[config.mk]
export PLATFORM = sky130hd
export DESIGN_NAME = uart_rx_core
export DESIGN_NICKNAME = d
export VERILOG_FILES = /design/src/rtl/uart_rx_pkg.sv /design/src/rtl/uart_rx_fifo.sv /design/src/rtl/uart_rx_core.sv
export SDC_FILE = /design/constraint.sdc
export NUM_CORES = 1
export LEC_CHECK = 0
export CORE_MARGIN = 10
export CORE_UTILIZATION = 60
export CTS_CLUSTER_SIZE = 20
export DETAILED_ROUTE_END_ITERATION = 10
export PLACE_DENSITY = 0.81
export SLEW_MARGIN = 30
export SYNTH_ARGS = -nofsm -noshare
export SYNTH_HDL_FRONTEND = slang
export SYNTH_SLANG_ARGS = --single-unit
[constraint.sdc]
create_clock -name clk_i -period 3.5 [get_ports clk_i]
set_clock_uncertainty 0.1 [all_clocks]
set_input_delay 0.35 -clock clk_i [delete_from_list [all_inputs] [get_ports clk_i]]
set_output_delay 0.35 -clock clk_i [all_outputs]
set_load 0.1 [all_outputs]
[src/rtl/uart_rx_pkg.sv]
// uart_rx_pkg: shared types and constants for the UART receiver
//   rx_state_e : receiver FSM states
//   rx_cfg_t   : per-frame configuration captured at the start edge
//   rx_entry_t : one FIFO entry, parity status plus LSB-aligned character
//   MIN_DIV    : smallest usable clocks-per-bit divisor
package uart_rx_pkg;

    localparam int MIN_DIV   = 4;
    // Divisor field is sized for the widest supported DIV_W (up to 32).
    localparam int CFG_DIV_W = 32;

    typedef enum logic [2:0] {
        ST_IDLE,
        ST_START,
        ST_DATA,
        ST_PARITY,
        ST_STOP,
        ST_WAIT_IDLE
    } rx_state_e;

    typedef struct packed {
        logic [CFG_DIV_W-1:0] div;
        logic [1:0]           bits;
        logic                 parity_en;
        logic                 parity_odd;
        logic                 stop2;
    } rx_cfg_t;

    typedef struct packed {
        logic       perr;
        logic [7:0] data;
    } rx_entry_t;

endpackage

[src/rtl/uart_rx_fifo.sv]
// uart_rx_fifo: synchronous FIFO of received characters
//   clk_i, rst_i : clock, synchronous active-high reset
//   push_i       : write entry_i (ignored when full unless a pop happens too)
//   entry_i      : entry to write
//   pop_i        : consumer pop request (ignored when empty, no bypass)
//   entry_o      : head entry, all zeros when empty
//   valid_o      : FIFO non-empty
//   accept_o     : push_i was accepted this cycle
//   drop_o       : push_i was dropped because the FIFO was full
module uart_rx_fifo
    import uart_rx_pkg::*;
#(
    parameter int DEPTH = 4
) (
    input  logic      clk_i,
    input  logic      rst_i,
    input  logic      push_i,
    input  rx_entry_t entry_i,
    input  logic      pop_i,
    output rx_entry_t entry_o,
    output logic      valid_o,
    output logic      accept_o,
    output logic      drop_o
);

    localparam int AW = $clog2(DEPTH);

    rx_entry_t     r_mem [DEPTH];
    logic [AW:0]   r_wr;
    logic [AW:0]   r_rd;
    logic          w_empty;
    logic          w_full;
    logic          w_pop;

    // Pointers carry one extra wrap bit to tell full from empty.
    assign w_empty  = (r_wr == r_rd);
    assign w_full   = (r_wr[AW] != r_rd[AW]) && (r_wr[AW-1:0] == r_rd[AW-1:0]);
    assign w_pop    = pop_i && !w_empty;
    assign accept_o = push_i && (!w_full || w_pop);
    assign drop_o   = push_i && w_full && !w_pop;
    assign valid_o  = !w_empty;
    assign entry_o  = w_empty ? '0 : r_mem[r_rd[AW-1:0]];

    always_ff @(posedge clk_i) begin
        if (rst_i) begin
            r_wr <= '0;
            r_rd <= '0;
        end else begin
            if (accept_o)
                r_wr <= r_wr + (AW+1)'(1);
            if (w_pop)
                r_rd <= r_rd + (AW+1)'(1);
        end
    end

    always_ff @(posedge clk_i) begin
        if (accept_o)
            r_mem[r_wr[AW-1:0]] <= entry_i;
    end

endmodule

[src/rtl/uart_rx_core.sv]
// uart_rx_core: configurable UART receiver with character FIFO
//   clk_i, rst_i       : clock, synchronous active-high reset
//   rx_en_i, rx_i      : receiver enable, serial line (idles high)
//   cfg_*              : divisor (min 4), data bits-5, parity enable/odd, two stop bits
//   data_o, perr_o     : FIFO head character and its parity error flag
//   valid_o, ready_i   : output stream handshake
//   frame_err_o        : sticky, a stop bit was sampled low
//   overrun_o          : sticky, a character was dropped on a full FIFO
//   err_clr_i          : clears both sticky flags (a coincident set wins)
//   newline_o          : one-cycle pulse when 8'h0A is accepted into the FIFO
//   busy_o             : receiver is not idle
// DIV_W must not exceed 32.
module uart_rx_core
    import uart_rx_pkg::*;
#(
    parameter int FIFO_DEPTH  = 4,
    parameter int DIV_W       = 16,
    parameter int SYNC_STAGES = 2
) (
    input  logic             clk_i,
    input  logic             rst_i,
    input  logic             rx_en_i,
    input  logic             rx_i,
    input  logic [DIV_W-1:0] cfg_div_i,
    input  logic [1:0]       cfg_bits_i,
    input  logic             cfg_parity_en_i,
    input  logic             cfg_parity_odd_i,
    input  logic             cfg_stop2_i,
    output logic [7:0]       data_o,
    output logic             perr_o,
    output logic             valid_o,
    input  logic             ready_i,
    output logic             frame_err_o,
    output logic             overrun_o,
    input  logic             err_clr_i,
    output logic             newline_o,
    output logic             busy_o
);

    logic [SYNC_STAGES-1:0] r_sync;
    logic                   r_rx_prev;
    rx_state_e              r_state;
    rx_cfg_t                r_cfg;
    logic [CFG_DIV_W-1:0]   r_cnt;
    logic [2:0]             r_bit;
    logic                   r_stop;
    logic [7:0]             r_data;
    logic                   r_perr;
    logic                   r_push;
    logic                   r_frame_err;
    logic                   r_overrun;

    logic                   w_rx_s;
    logic [DIV_W-1:0]       w_div_in;
    logic                   w_timed;
    logic                   w_tick;
    logic                   w_ferr_set;
    logic                   w_accept;
    logic                   w_drop;
    rx_entry_t              w_head;

    assign w_rx_s     = r_sync[SYNC_STAGES-1];
    assign w_div_in   = (cfg_div_i < DIV_W'(MIN_DIV)) ? DIV_W'(MIN_DIV) : cfg_div_i;
    assign w_timed    = r_state inside {ST_START, ST_DATA, ST_PARITY, ST_STOP};
    // Counter expires on its last count; every sample reloads it.
    assign w_tick     = (r_cnt <= CFG_DIV_W'(1));
    assign w_ferr_set = (r_state == ST_STOP) && w_tick && !w_rx_s;

    always_ff @(posedge clk_i) begin
        if (rst_i) begin
            r_sync      <= '1;
            r_rx_prev   <= 1'b1;
            r_state     <= ST_IDLE;
            r_cfg       <= '0;
            r_cnt       <= '0;
            r_bit       <= '0;
            r_stop      <= 1'b0;
            r_data      <= '0;
            r_perr      <= 1'b0;
            r_push      <= 1'b0;
            r_frame_err <= 1'b0;
            r_overrun   <= 1'b0;
        end else begin
            r_sync      <= {r_sync[SYNC_STAGES-2:0], rx_i};
            r_rx_prev   <= w_rx_s;
            r_push      <= 1'b0;
            r_frame_err <= w_ferr_set | (r_frame_err & ~err_clr_i);
            r_overrun   <= w_drop | (r_overrun & ~err_clr_i);
            if (w_timed && !w_tick)
                r_cnt <= r_cnt - CFG_DIV_W'(1);
            case (r_state)
                ST_IDLE: begin
                    if (rx_en_i && r_rx_prev && !w_rx_s) begin
                        r_state <= ST_START;
                        r_cnt   <= CFG_DIV_W'(w_div_in >> 1);
                        r_cfg   <= '{div: CFG_DIV_W'(w_div_in), bits: cfg_bits_i,
                                     parity_en: cfg_parity_en_i,
                                     parity_odd: cfg_parity_odd_i, stop2: cfg_stop2_i};
                        r_data  <= '0;
                        r_perr  <= 1'b0;
                        r_bit   <= '0;
                        r_stop  <= 1'b0;
                    end
                end
                ST_START: begin
                    if (w_tick) begin
                        r_cnt   <= r_cfg.div;
                        r_state <= w_rx_s ? ST_IDLE : ST_DATA;
                    end
                end
                ST_DATA: begin
                    if (w_tick) begin
                        r_data[r_bit] <= w_rx_s;
                        r_bit         <= r_bit + 3'd1;
                        r_cnt         <= r_cfg.div;
                        // Last data bit index is bits+4, i.e. {1, bits}.
                        if (r_bit == {1'b1, r_cfg.bits})
                            r_state <= r_cfg.parity_en ? ST_PARITY : ST_STOP;
                    end
                end
                ST_PARITY: begin
                    if (w_tick) begin
                        r_perr  <= (^r_data) ^ w_rx_s ^ r_cfg.parity_odd;
                        r_cnt   <= r_cfg.div;
                        r_state <= ST_STOP;
                    end
                end
                ST_STOP: begin
                    if (w_tick) begin
                        if (!w_rx_s) begin
                            r_state <= ST_WAIT_IDLE;
                        end else if (r_cfg.stop2 && !r_stop) begin
                            r_stop <= 1'b1;
                            r_cnt  <= r_cfg.div;
                        end else begin
                            r_push  <= 1'b1;
                            r_state <= ST_IDLE;
                        end
                    end
                end
                ST_WAIT_IDLE: begin
                    if (w_rx_s)
                        r_state <= ST_IDLE;
                end
                default: r_state <= ST_IDLE;
            endcase
        end
    end

    uart_rx_fifo #(
        .DEPTH(FIFO_DEPTH)
    ) u_fifo (
        .clk_i   (clk_i),
        .rst_i   (rst_i),
        .push_i  (r_push),
        .entry_i ({r_perr, r_data}),
        .pop_i   (ready_i),
        .entry_o (w_head),
        .valid_o (valid_o),
        .accept_o(w_accept),
        .drop_o  (w_drop)
    );

    assign data_o      = w_head.data;
    assign perr_o      = w_head.perr;
    assign frame_err_o = r_frame_err;
    assign overrun_o   = r_overrun;
    assign newline_o   = w_accept && (r_data == 8'h0A);
    assign busy_o      = (r_state != ST_IDLE);

endmodule

==> results of run 1 <==
## report_power, final
part	internal [mW]	total (mW)	switching, mW
registers	1.59	1.81	0.228
clock network	1.10	1.77	0.673
logic	0.965	2.79	1.83
## layout make-up
class                   count  area [sq um]  share of cell area, %
multi-input cells         411          2724                  40.46
inverters                  18         67.56                  1.004
clock buffers              17         414.1                  6.151
well taps                 129         161.4                  2.397
repair buffers             48         430.4                  6.393
flip-flops and latches    119          2743                  40.74
clock inverters            15         192.7                  2.862
## metrics by stage
stage | worst slack (ns) | hold WS (ns) | total power [mW] | util, % | cells
2_1_floorplan | 0.4855 | 0.2895 | 3.899 | - | 579
5_1_grt | 0.4297 | 0.2834 | 6.707 | 72.86 | 757
3_3_place_gp | 0.8444 | 0.2925 | 4.431 | 66.24 | 725
6_report | 0.6537 | 0.2708 | 6.379 | 72.86 | 757
3_5_place_dp | 0.7549 | 0.3014 | 4.512 | 66.24 | 725
4_1_cts | 0.6787 | 0.2670 | 6.328 | 72.81 | 757
## worst max-delay path by stage
stage / end / slack (ns) / cells after the start
6_report: r_cnt[18] / 0.65 / 8
5_1_grt: r_cnt[18] / 0.43 / 8
4_1_cts: r_cnt[18] / 0.68 / 8
3_5_place_dp: r_cnt[18] / 0.75 / 8
3_3_place_gp: r_cnt[4] / 0.84 / 6
2_1_floorplan: data_o[0] / 0.49 / 5
## flip-flops by register name, summed over array words and instances, names as in the netlist, 2 cells and up, named ones only
signal,cells
u_fifo.r_wr,3
r_sync,2
u_fifo.r_rd,3
r_bit,3
u_fifo.r_mem,36
r_data,8
r_cnt,32
r_state,3
r_cfg,21
## layer usage
metal	up-vias	global-route usage (%)
met1	2172	24.39
met2	151	34.67
li1	2174	-
met5	-	0
met4	0	6.507
met3	22	5.046
## worst max-delay path, cell delays in order, from the launching register on
cell and delay (ns):
dfxtp_1 0.34, inv_1 0.11, ha_1 0.23, nor4b_1 0.58
nand3_1 0.43, or4_1 0.53, nor3_1 0.21, xnor2_1 0.16
nor2_1 0.05
## layout by cell type, fill, tap and decap left out, drive strengths merged, types with 9 or more instances in the layout
cell type,n
xnor2,21
edfxtp,36
mux4,9
o21ai,11
ha,12
inv,23
nand4,15
xor2,18
clkbuf,17
mux2i,11
and2,15
clkdlybuf4s50,28
dfxtp,83
nand2,63
nor2,59
buf,20
a21oi,35
nand3,21
nor3,15
nor4,19
## kinds of logic (layout without fill, tap and decap cells)
family	Yosys count	in the layout	synth area share, %
xor+xnor	39	39	6.025
compound gates	93	93	10.99
fa+ha+maj	12	12	2.648
flops	119	119	48.38
simple gates	247	247	22.78
buf+inv	49	98	3.663
mux	20	20	5.518
==> results.toml, run 1 <==
[placed_design]
gp_congestion = 0.8903
place_area_sq_um = 6121
post-dp-hpwl_um = 9033
io_buffers = 40

[grt]
antenna_found_initial = 0
track_usage_pct = 20.24
grt_pass1_wl_um = 21980
grt_pass1_vias = 4508
overflow = 0
grt_max_degree = 43

[worst_setup_path]
worstSetupStartpoint = "r_cnt[0]"
crit_required_ns = 3.81
r2r-end = "r_cnt[18]"
reg2reg_depth = 8
critPathArrivalTime_ns = 3.16
reg2reg_from = "r_cnt[0]"
criticalPathCategory = "reg -> reg"
cp-start-kind = "flop"
crit_fanout = 9
worst_setup_path_end_kind = "flop"
r2r_slack_ns = 0.65

[floorplanning]
core_sq_um = 9240
ios = 41
die_x_um = 117.2
chipHeight_um = 117.2
die_area_sq_um = 13740
rows = 35
initial_utilization_pct = 61.35

[synth]
synth_fp_nets = 618
synthCells = 579
yosysMostFrequentCell = "dfxtp_1"
synth_top_cell_area_share_pct = 29.31
synth-seq-cells = 119
syn_area_sq_um = 5669
synth_commonest_cells = "83 x dfxtp_1, 63 x nand2_1, 59 x nor2_1"
synthFlopType = "dfxtp_1"
ys_seq_area_share_pct = 48.38
synth-edff-count = 36
syn_avg_cell_area_sq_um = 9.791
async_flop_share_pct = 0
synth_area_leaders = "dfxtp_1 29%, edfxtp_1 19%, nand2_1 4.2%, nor2_1 3.9%, mux4_2 3.6%"
synthDistinctLibCells = 63
ys_warn_count = 0
yosys.area.top_type = "dfxtp_1"

[routing]
drc_errors = 0
vias = 4519
finalWirelength_um = 13250
routed.top_layer = "met4"
vias_per_cell = 5.970
drt_iter0_drc = 375
wl_met1_um = 5727
wl_met3_um = 792
first_pass_iters = 5
wl_per_cell_um = 17.50
met2_wirelength_um = 6522
ant_nets = 0

[clocking]
cts_root_buf = "clkbuf_8"
cts.sinks = 119
cts.path.max_buffers = 2
holdBufCountCts = 0
htree_levels = 4
clk_pin_slew_ns = 0.06
insertion_delay_ns = 0.52
numCtsBuffers = 17
post_cts_resized = 0
cts_tree = "done"
cts_setup_buffers = 0

[sta]
finalSetupViolations = 0
hold_viol_final = 0
min_period_over_period_pct = 81.32
min_period_ns = 2.846
fin_tns_setup_ns = 0
clock.fmax_ghz = 0.3513
final_max_slew_viol_count = 0
rsz0062_at_grt = "no"
worst_pin_slew_ns = 0.9750
slew_headroom_pct = 34.80

[finish]
area_growth_pct = 18.76
diodes = 0
nets = 654
fillers = 666
stdcell_area_sq_um = 6733
layout-drive-gt1-share_pct = 12.10

[flow_run]
cap_violations = 0

[hold_path]
hp-start = "cfg_bits_i[0]"
min_path_cells = 3
hold_path_end = "r_cfg[3]"
hold_class = "in -> reg"

[power]
p_leak_nw = 2.432
ir_drop_uv = 541.3
power.density_nw_per_um2 = 947.5

[status]
status = "finished clean"
Power figures use the tool's default switching activity.
==> run 2: changes to the inputs <==
CORE_UTILIZATION = 53   (was 60)
PLACE_DENSITY = 0.76   (was 0.81)
clock period = 2.3 ns   (was 3.5 ns; I/O delays follow)
==> run 2 against run 1 <==
Effect of this change:
- worst hold slack worse by 0.12 ns
- register-to-register slack lost 0.90 ns
- the flow now finishes with violations (setup timing)
- setup slack worse by 0.90 ns
- utilization is 2.7 points higher
- non-clock buffer count rose by 71
- critical path depth shrank 1
- sequential power up 50%
- clock power increased by 35%
- combinational power grew to 2.5 times the previous value
- power grew 92%
- sequential share of layout area shrank 5.5 points
- highest routed layer unchanged
==> results.toml, run 2 (synthesis results as in run 1) <==
[sta]
worst_pin_slew_ns = 0.6355
clock.fmax_ghz = 0.3931
min_period_ns = 2.544
finalSetupViolations = 31
min_period_over_period_pct = 110.6
rsz0062_at_grt = "yes"
final_max_slew_viol_count = 0
fin_tns_setup_ns = -3.454
slew_headroom_pct = 57.63
setup_ws_ns = -0.2440
timing.hold.ws_ns = 0.1556
hold_viol_final = 0

[finish]
area_growth_pct = 38.25
layout.cells.non_filler = 835
final_common_cell = "dfxtp_1"
largest_reg_flops = 36
fillers = 646
nets = 725
stdcell_area_sq_um = 7838
layout-drive-gt1-share_pct = 30.19
diodes = 0
final_util_pct = 75.58
final_cell_mix = "76 x dfxtp_1, 66 x buf_4, 60 x nand2_1"

[power]
sw_frac_of_total_pct = 42.24
clockPowerShare_pct = 19.6
p_switching_mw = 5.161
p_leak_nw = 2.880
power.density_nw_per_um2 = 1559
p_total_mw = 12.22
combPwrFrac_pct = 58.2
seqPwrFrac_pct = 22.2
ir_drop_uv = 1394
cell_internal_pwr_mw = 7.057

[worst_setup_path]
reg2reg_depth = 7
critPathArrivalTime_ns = 2.85
crit_fanout = 4
cp-start-kind = "flop"
criticalPathCategory = "reg -> reg"
crit_required_ns = 2.61
worst_setup_path_end_kind = "flop"

[routing]
vias = 4950
drt_iter0_drc = 471
ant_nets = 0
vias_per_cell = 5.928
first_pass_iters = 5
drc_errors = 0
finalWirelength_um = 15310
wl_per_cell_um = 18.34

[status]
violations = "setup timing"
status = "finished with violations"

[clocking]
cts_root_buf = "clkbuf_8"
insertion_delay_ns = 0.53
cts.sinks = 119
clk_pin_slew_ns = 0.06
numCtsBuffers = 17
htree_levels = 4
cts.path.max_buffers = 2
cts_tree = "done"

[floorplanning]
rows = 37
chipHeight_um = 123.4
core_sq_um = 10370
initial_utilization_pct = 54.67
die_x_um = 123.4
die_area_sq_um = 15230
ios = 41

[placed_design]
place_area_sq_um = 6741
gp_congestion = 0.9407
post-dp-hpwl_um = 9520
dp_slack_ns = -0.1173
dp.cells = 788
io_buffers = 40

[grt]
grt_pass1_wl_um = 23160
overflow = 0
grt_max_degree = 24
antenna_found_initial = 0
track_usage_pct = 19.06
grt_pass1_vias = 4790

[hold_path]
min_path_cells = 3
hold_class = "in -> reg"

[flow_run]
cap_violations = 0
## run 2: cell count changes in the layout (fill, tap and decap cells not counted), moves of 8 or more
cell / before / now
nor2_1: 59 / 45
and2_1: 14 / 5
nor2_4: 0 / 8
buf_12: 0 / 15
buf_6: 0 / 9
buf_4: 20 / 66
## run 2: what timing repair did
| action | 4_1_cts | 5_1_grt |
|---|---|---|
| pin swaps | 9 | 27 |
| gates cloned | 2 | 2 |
| buffers inserted | 3 | 10 |
| hold buffers | 0 | 0 |
| resized for setup | 25 | 78 |
| hold endpoints to repair | 0 | 0 |
| endpoints found under the setup margin | 46 | 55 |
## run 2: final cells by class
cell class | instances | area, sq um | share of cell area (%)
clock buffers | 17 | 414.1 | 5.284
clock inverters | 15 | 117.6 | 1.501
multi-input cells | 411 | 3082 | 39.32
inverters | 18 | 67.56 | 0.8621
flip-flops and latches | 119 | 2764 | 35.26
well taps | 136 | 170.2 | 2.171
repair buffers | 119 | 1222 | 15.60
## run 2: power by group through the flow
stage                     Clock, mW  Sequential (mW)  Combinational (mW)
final                          2.39             2.71                7.11
after global routing           2.48             2.74                7.60
after CTS                      2.39             2.66                6.08
after detailed placement          0             2.69                5.52
after global placement            0             2.68                5.44
after floorplan                   0             2.66                3.31
## run 2: critical path, stage by stage (launching register included)
cell and delay (ns):
dfxtp_2 0.33, or4_4 0.54, or4_4 0.48, nor3_2 0.30, buf_4 0.19, nand3_1 0.12
o31ai_1 0.26, a21oi_1 0.11
## run 2: final timing paths
path	start	to	slack, ns
hold reg to reg	r_sync[0]	r_sync[1]	0.32
hold / removal	cfg_parity_odd_i	r_cfg[1]	0.16
setup / recovery	r_cnt[15]	r_cnt[23]	-0.24
setup reg to reg	r_cnt[15]	r_cnt[23]	-0.24
## run 2: per-layer routing
| metal | global-route usage (%) | share of wire, % |
|---|---|---|
| met1 | 23.17 | 40 |
| met2 | 31.46 | 52 |
| met3 | 5.014 | 6.0 |
| met4 | 7.933 | 1.7 |
| met5 | 0 | 0 |
==> run 3: changes to the inputs <==
CORE_UTILIZATION = 59   (was 53)
PLACE_DENSITY = 0.8   (was 0.76)
clock period = 2.8 ns   (was 2.3 ns; I/O delays follow)
==> run 3 against run 2 <==
Effect of this change:
- the run now ends clean
- utilization fell by 1.9 points
- setup slack better by 0.40 ns
- global-route usage is 0.69 points higher
- critical endpoint is now data_o[3]
- power decreased by 33%
- count of clock-buffer cells in the layout did not move
- worst hold slack gained 0.044 ns
- register-to-register slack improved by 0.46 ns
- critical path depth shrank 4
==> results.toml, run 3 (synthesis results as in run 1) <==
[status]
status = "finished clean"

[clocking]
cts.path.max_buffers = 2
cts_tree = "done"
holdBufCountCts = 0
cts_root_buf = "clkbuf_8"
clk_pin_slew_ns = 0.06
htree_levels = 4
insertion_delay_ns = 0.53
numCtsBuffers = 17
cts.sinks = 119

[floorplanning]
chipHeight_um = 118.0
ios = 41
core_sq_um = 9284
die_area_sq_um = 13930
rows = 35
initial_utilization_pct = 61.06
die_x_um = 118.0

[sta]
timing.hold.ws_ns = 0.1996
clock.fmax_ghz = 0.3782
final_max_slew_viol_count = 0
fin_tns_setup_ns = 0
slew_headroom_pct = 54.83
worst_pin_slew_ns = 0.6750
finalSetupViolations = 0
min_period_ns = 2.644
hold_viol_final = 0
rsz0062_at_grt = "no"
min_period_over_period_pct = 94.43

[grt]
antenna_found_initial = 0
grt_util_met3_pct = 4.892
overflow = 0
grt_max_degree = 43
top_usage_layer = "met2"
use_met2_pct = 32.94
grt_pass1_wl_um = 22780
grt_pass1_vias = 4630
use_met1_pct = 23.82
track_usage_pct = 19.75

[routing]
vias = 4637
drt_iter0_drc = 399
finalWirelength_um = 13740
ant_nets = 0
drc_errors = 0
wl_per_cell_um = 17.83
vias_per_cell = 6.014
first_pass_iters = 5

[finish]
final_common_cell = "dfxtp_1"
layout-drive-gt1-share_pct = 14.64
area_growth_pct = 20.68
final_cell_mix = "83 x dfxtp_1, 63 x nand2_1, 59 x nor2_1"
largest_reg_flops = 36
final_util_pct = 73.69
fillers = 671
nets = 668
diodes = 0

[worst_setup_path]
r2r_slack_ns = 0.22
crit_required_ns = 2.42
criticalPathCategory = "reg -> out"
critPathArrivalTime_ns = 2.26
cp-start-kind = "flop"
crit_fanout = 9
worst_setup_path_end_kind = "output port"

[power]
p_leak_nw = 2.507
ir_drop_uv = 959.1
power.density_nw_per_um2 = 1199

[placed_design]
gp_congestion = 0.8945
post-dp-hpwl_um = 9200
io_buffers = 40

[hold_path]
hold_class = "in -> reg"

[flow_run]
cap_violations = 0
==> run 3: changes by cell type in the layout (fill, tap and decap cells not counted), moves of 7 or more <==
cell	before	now
dfxtp_1	76	83
nor2_1	45	59
o21ai_0	3	10
and2_1	5	14
buf_12	15	1
buf_4	66	35
buf_6	9	0
nor2_4	8	0
o21ai_1	8	1
==> run 3: worst paths after layout <==
kind | cells after the start | end | startpoint
setup reg to reg | 7 | r_data[3] | r_cnt[15]
hold reg to reg | 1 | r_sync[1] | r_sync[0]
hold / removal | 3 | r_cfg[0] | cfg_stop2_i
setup / recovery | 3 | data_o[3] | flop
==> run 3: through the flow <==
stage / setup slack [ns] / instances / area [sq um] / power [mW]
floorplan: 0.1233 / 579 / 5670 / 4.873
global placement: 0.2661 / 738 / 6226 / 5.712
detailed placement: 0.1476 / 738 / 6226 / 5.826
CTS: 0.03450 / 770 / 6825 / 8.066
global route: 0.02414 / 771 / 6842 / 8.615
finish: 0.1558 / 771 / 6842 / 8.201
==> run 3: critical path: stages (launching register included) <==
cell and delay, ns:
dfxtp_1 0.73, mux4_2 0.58, and2_1 0.19, buf_4 0.23
==> run 3: power by group <==
part	internal [mW]	switching, mW	leakage, nW
clock network	1.31	0.884	0.293
logic	1.40	2.38	1.21
registers	1.98	0.252	1.01
total	4.69	3.51	2.51
==> run 3: layout make-up <==
cell class / instances / area (sq um) / area share [%]
clock buffers: 17 / 414.1 / 6.053
clock inverters: 15 / 185.2 / 2.707
inverters: 18 / 67.56 / 0.9876
multi-input cells: 411 / 2728 / 39.87
flip-flops and latches: 119 / 2743 / 40.09
well taps: 129 / 161.4 / 2.359
repair buffers: 62 / 543.0 / 7.937
==> run 3: routing by layer <==
metal | share of wire, % | vias to the layer above | wire length [um]
li1 | - | 2200 | -
met1 | 42 | 2197 | 5744
met2 | 49 | 213 | 6742
met3 | 7.2 | 27 | 995
met4 | 1.9 | 0 | 261
met5 | 0 | - | 0
==> run 3: timing repair <==
item	in CTS	in global routing
setup buffers	0	1
gates resized for setup	0	2
endpoints found under the hold margin	0	0
endpoints found under the setup margin	0	7
